[src/rtl/sram_bank_arbiter.sv]
// Round-robin arbiter that shares four 1RW1R SRAM macros between a Wishbone slave
// and an auxiliary port B; one access at a time, port 0 writes only, port 1 reads only.
module sram_bank_arbiter #(
   parameter int NBANKS = 4,
   parameter int AW     = 8
) (
   input  logic                  wb_clk_i,
   input  logic                  wb_rst_i,
   input  logic                  wbs_cyc_i,
   input  logic                  wbs_stb_i,
   input  logic                  wbs_we_i,
   input  logic [3:0]            wbs_sel_i,
   input  logic [31:0]           wbs_adr_i,
   input  logic [31:0]           wbs_dat_i,
   output logic                  wbs_ack_o,
   output logic [31:0]           wbs_dat_o,
   input  logic                  b_req,
   input  logic                  b_we,
   input  logic [9:0]            b_addr,
   input  logic [31:0]           b_wdata,
   input  logic [3:0]            b_wmask,
   output logic                  b_ack,
   output logic [31:0]           b_rdata,
   output logic [NBANKS-1:0]     sram_csb0,
   output logic                  sram_web0,
   output logic [3:0]            sram_wmask0,
   output logic [AW-1:0]         sram_addr0,
   output logic [31:0]           sram_din0,
   output logic [NBANKS-1:0]     sram_csb1,
   output logic [AW-1:0]         sram_addr1,
   input  logic [32*NBANKS-1:0]  sram_dout1,
   output logic [1:0]            dbg_state
);

   // Handshake: port A request is cyc&stb, port B request is b_req held until b_ack.
   // The owner's ack is a single-cycle pulse in DONE; read data is registered and held.
   typedef enum logic [1:0] {IDLE = 2'd0, ISSUE = 2'd1, WAIT = 2'd2, DONE = 2'd3} state_t;

   state_t              state;
   logic                last_b;
   logic                owner_b;
   logic                we_q;
   logic [1:0]          bank_q;
   logic [AW-1:0]       addr_q;
   logic [3:0]          mask_q;
   logic [31:0]         din_q;
   logic [31:0]         rdata_q;
   logic [NBANKS-1:0]   csb0_q;
   logic [NBANKS-1:0]   csb1_q;

   logic                req_a;
   logic                grant_b;
   logic                sel_we;
   logic [1:0]          sel_bank;
   logic [AW-1:0]       sel_word;
   logic [3:0]          sel_mask;
   logic [31:0]         sel_wdata;
   logic [NBANKS-1:0]   sel_onehot;
   logic                unused_adr;

   assign req_a      = wbs_cyc_i & wbs_stb_i;
   // B wins when alone, or on a tie when A was the previous owner.
   assign grant_b    = b_req & (~req_a | ~last_b);
   assign unused_adr = ^{wbs_adr_i[31:12], wbs_adr_i[1:0]};

   always_comb begin
      sel_we    = wbs_we_i;
      sel_bank  = wbs_adr_i[11:10];
      sel_word  = wbs_adr_i[9:2];
      sel_mask  = wbs_sel_i;
      sel_wdata = wbs_dat_i;
      if (grant_b) begin
         sel_we    = b_we;
         sel_bank  = b_addr[9:8];
         sel_word  = b_addr[7:0];
         sel_mask  = b_wmask;
         sel_wdata = b_wdata;
      end
      sel_onehot = NBANKS'(1) << sel_bank;
   end

   always_ff @(posedge wb_clk_i or posedge wb_rst_i) begin
      if (wb_rst_i) begin
         state   <= IDLE;
         last_b  <= 1'b1;
         owner_b <= 1'b0;
         we_q    <= 1'b0;
         bank_q  <= '0;
         addr_q  <= '0;
         mask_q  <= '0;
         din_q   <= '0;
         rdata_q <= '0;
         csb0_q  <= '1;
         csb1_q  <= '1;
      end else begin
         case (state)
            IDLE: begin
               if (req_a | b_req) begin
                  owner_b <= grant_b;
                  last_b  <= grant_b;
                  we_q    <= sel_we;
                  bank_q  <= sel_bank;
                  addr_q  <= sel_word;
                  mask_q  <= sel_mask;
                  din_q   <= sel_wdata;
                  if (sel_we) csb0_q <= ~sel_onehot;
                  else        csb1_q <= ~sel_onehot;
                  state   <= ISSUE;
               end
            end
            ISSUE: begin
               csb0_q <= '1;
               csb1_q <= '1;
               state  <= we_q ? DONE : WAIT;
            end
            WAIT: begin
               rdata_q <= sram_dout1[{bank_q, 5'd0} +: 32];
               state   <= DONE;
            end
            DONE: state <= IDLE;
            default: state <= IDLE;
         endcase
      end
   end

   // A master that abandons the cycle still lets the macro access finish, but gets no ack.
   assign wbs_ack_o   = (state == DONE) & ~owner_b & req_a;
   assign b_ack       = (state == DONE) & owner_b;
   assign wbs_dat_o   = rdata_q;
   assign b_rdata     = rdata_q;
   assign sram_csb0   = csb0_q;
   assign sram_csb1   = csb1_q;
   assign sram_web0   = 1'b0;
   assign sram_wmask0 = mask_q;
   assign sram_addr0  = addr_q;
   assign sram_addr1  = addr_q;
   assign sram_din0   = din_q;
   assign dbg_state   = state;

endmodule
[config.mk]
export PLATFORM = sky130hd
export DESIGN_NAME = sram_bank_arbiter
export DESIGN_NICKNAME = d
export VERILOG_FILES = /design/src/rtl/sram_bank_arbiter.sv
export SDC_FILE = /design/constraint.sdc
export NUM_CORES = 1
export LEC_CHECK = 0
export ABC_CLOCK_PERIOD_IN_PS = 2500
export BUFFER_PORTS_ARGS = -buffer_cell sky130_fd_sc_hd__clkbuf_2
export CORE_AREA = 2 2 145 147
export CTS_CLUSTER_DIAMETER = 150
export CTS_CLUSTER_SIZE = 10
export DETAILED_ROUTE_END_ITERATION = 7
export DIE_AREA = 0 0 147 149
export PLACE_DENSITY = 0.67
export SLEW_MARGIN = 10
export SYNTH_ARGS = -nofsm -noshare
export SYNTH_HDL_FRONTEND = slang
export SYNTH_SLANG_ARGS = --single-unit
[constraint.sdc]
create_clock -name wb_clk_i -period 2.5 [get_ports wb_clk_i]
set_clock_uncertainty 0.15 [all_clocks]
set_input_delay 0.25 -clock wb_clk_i [delete_from_list [all_inputs] [get_ports wb_clk_i]]
set_output_delay 0.25 -clock wb_clk_i [all_outputs]
set_load 0.005 [all_outputs]
==> flow_summary.ini <==
[critical_path]
path_cells = buf_4 -> mux4_2 -> mux2_4
r2r_end = b_rdata[14]
reg2reg_from = bank_q[0]
slowest_delay_ps = 660
rr_worst_depth = 3
reg2reg_slack_ps = 540
crit_fanout = 15
crit_type = reg -> reg
startpoint_type = flop
cpMaxStageDelayCell = dfrtp_2
path_buf_inv = 1
crit_family = multiplexers
crit_arrival_ps = 2030
cp.required_ps = 2570
endpoint_kind = flop

[synthesis]
yosysSeqAreaShare_pct = 42.8
ys_types = 41
syn-num-nets = 681
async_flop_share_pct = 100
synth_area_um2 = 5350
syn_area_per_cell_um2 = 12.5
ys_warn_count = 0
yosys_register_bits = 91
synth-main-ff-cell = dfrtp_1
synthCells = 427
synth_edf_count = 0

[placed_design]
dp_hpwl_um = 13000
port_buffers = 354
placed_cell_area_um2 = 7140
globalplace.congestion = 0.771

[timing]
setup_viol = 0
hold_viol_final = 0
final_max_slew_viol_count = 0
relSlewSlack_pct = 66.5
period_share_pct = 78.3
tns_ps = 0
period_needed_ps = 1960
clock.fmax_mhz = 511
hold_ws_ps = 17.0
rsz0062_at_grt = false
worst_slew_pin_slew_ps = 503

[floorplan]
fp.dieW_um = 147
placementRows = 53
io_pins = 378
core-area_um2 = 20600
die_area_um2 = 21900
start_util_pct = 26.0
die_h_um = 149

[cells_and_area]
diodes = 0
fin_area_um2 = 7480
multiInputGateArea_um2 = 2540
ff_latch_area_um2 = 2290
nNetsFinal = 993
nFillCells = 2052
syn_to_final_growth_pct = 39.8
drive_gt1_share_pct = 62.1

[hold_path]
worstHoldStart = b_wdata[10]
whs_path_depth = 3
holdCritPathClass = in -> reg
holdPathEnd = sram_din0[10]

[detailed_routing]
routed_wl_um = 16200
ant_nets = 0
wire_per_inst_um = 15.9
drtIter0Drc = 147
via_count = 4449
drc = 0
vias_per_cell = 4.37
dr.pass1.iters = 4

[job]
drv_cap = 0

[run_status]
status = finished clean

[clock_tree]
cts_setup_buffers = 0
clkLatencyLatePin_ps = 350
numCtsBuffers = 9
cts_root_buffer = clkbuf_16
clk_pin_slew_ps = 70
clock-sinks = 91
htree_levels = 3
max-clock-path-buffers = 2
cts_tree = yes

[global_route]
grt_max_degree = 95
antenna_found_initial = 0
track_usage_pct = 14.5
grt.overflow.total = 0
grt_pass1_vias = 4467
grt_pass1_wl_um = 24400

[power_and_ir_drop]
leakagePower_nw = 3.92
peakVddDrop_v = 0.000340
p_total_mw = 8.30
power.density_nw_per_um2 = 1110
## registers in the layout, summed over array words and instances, names as in the netlist
signal       cells
sram_din0       32
we_q             1
b_rdata         32
sram_csb1        4
bank_q           2
last_b           1
sram_wmask0      4
owner_b          1
dbg_state        2
sram_csb0        4
sram_addr0       8
## how the worst max path moves through the flow
stage | end | cells after the start | startpoint
after floorplan | b_rdata[29] | 5 | dbg_state[0]
after global placement | b_rdata[4] | 3 | bank_q[0]
after detailed placement | b_rdata[1] | 3 | bank_q[0]
after CTS | b_rdata[8] | 3 | bank_q[0]
after global routing | sram_din0[0] | 5 | last_b
final | b_rdata[14] | 3 | bank_q[0]
## through the flow
stage | cells | worst slack (ps) | utilization (%)
finish | 1019 | 543 | 36.4
global route | 1019 | 426 | 36.4
CTS | 1019 | 527 | 36.4
detailed placement | 1002 | 527 | 34.7
global placement | 1002 | 539 | 34.7
floorplan | 427 | 746 | -
## power by group
group | internal [mW] | leakage (nW) | switching (mW)
registers | 2.20 | 1.09 | 0.601
logic | 2.26 | 2.68 | 1.73
clock network | 0.907 | 0.153 | 0.595
## metal layers
layer / vias to the layer above / global-route usage, % / wire, um
li1: 2130 / - / -
met1: 2101 / 18.0 / 6870
met2: 203 / 24.8 / 8010
met3: 15 / 3.18 / 1070
met4: 0 / 5.19 / 284
met5: - / 0 / 0
## repair_timing
action                    in CTS  in global routing
gates resized for setup        0                  0
hold endpoints to repair      82                  0
hold buffers                   1                  0
## cell type report
type                    count  share of cell area (%)
multi-input cells         262                    34.0
flip-flops and latches     91                    30.6
repair buffers            370                    26.2
well taps                 275                    4.60
clock buffers              12                    3.30
clock inverters             4                    1.02
inverters                   5                   0.301
## placed cells by master (no fill, tap or decap), types with 3 or more instances in the layout
cell / netlist / layout
nand2_1: 52 / 52
buf_4: 42 / 10
o32a_1: 3 / 3
o21ai_1: 25 / 24
dfrtp_1: 82 / 81
mux2i_1: 50 / 50
ha_1: 5 / 4
mux2_2: 3 / 3
mux4_2: 29 / 29
mux2_4: 29 / 29
nor2_1: 5 / 5
o21ai_0: 24 / 24
inv_1: 5 / 4
nand2b_1: 3 / 3
buf_12: 3 / 5
dfstp_2: 9 / 9
nor2b_1: 5 / 5
clkbuf_16: 0 / 9
clkbuf_2: 0 / 354
o22a_1: 4 / 4
mux4_1: 3 / 3
## kinds of logic after synthesis
| group | count (synthesis) | synth area share, % |
|---|---|---|
| other cells | 1 | 0.0701 |
| mux | 114 | 31.8 |
| flops | 91 | 42.8 |
| buf+inv | 74 | 10.1 |
| compound gates | 67 | 7.91 |
| fa+ha+maj | 5 | 1.17 |
| simple gates | 75 | 6.18 |
## cell usage after synthesis (4+ instances only)
cell      number  area share (%)
dfrtp_1       82              38
nand2_1       52             3.7
mux2i_1       50             9.4
buf_4         42             5.9
mux2_4        29             8.1
mux4_2        29              12
o21ai_1       25             2.3
o21ai_0       24             2.2
buf_2         13             1.2
dfstp_2        9             4.4
buf_6          5             1.1
clkbuf_1       5            0.35
ha_1           5             1.2
inv_1          5            0.35
nor2_1         5            0.35
nor2b_1        5            0.58
o22a_1         4            0.66
## worst min-delay path, stage by stage
cell and delay (ps):
clkbuf_2 70, mux2i_1 50, o21ai_1 100
(Power assumes the default switching activity.)
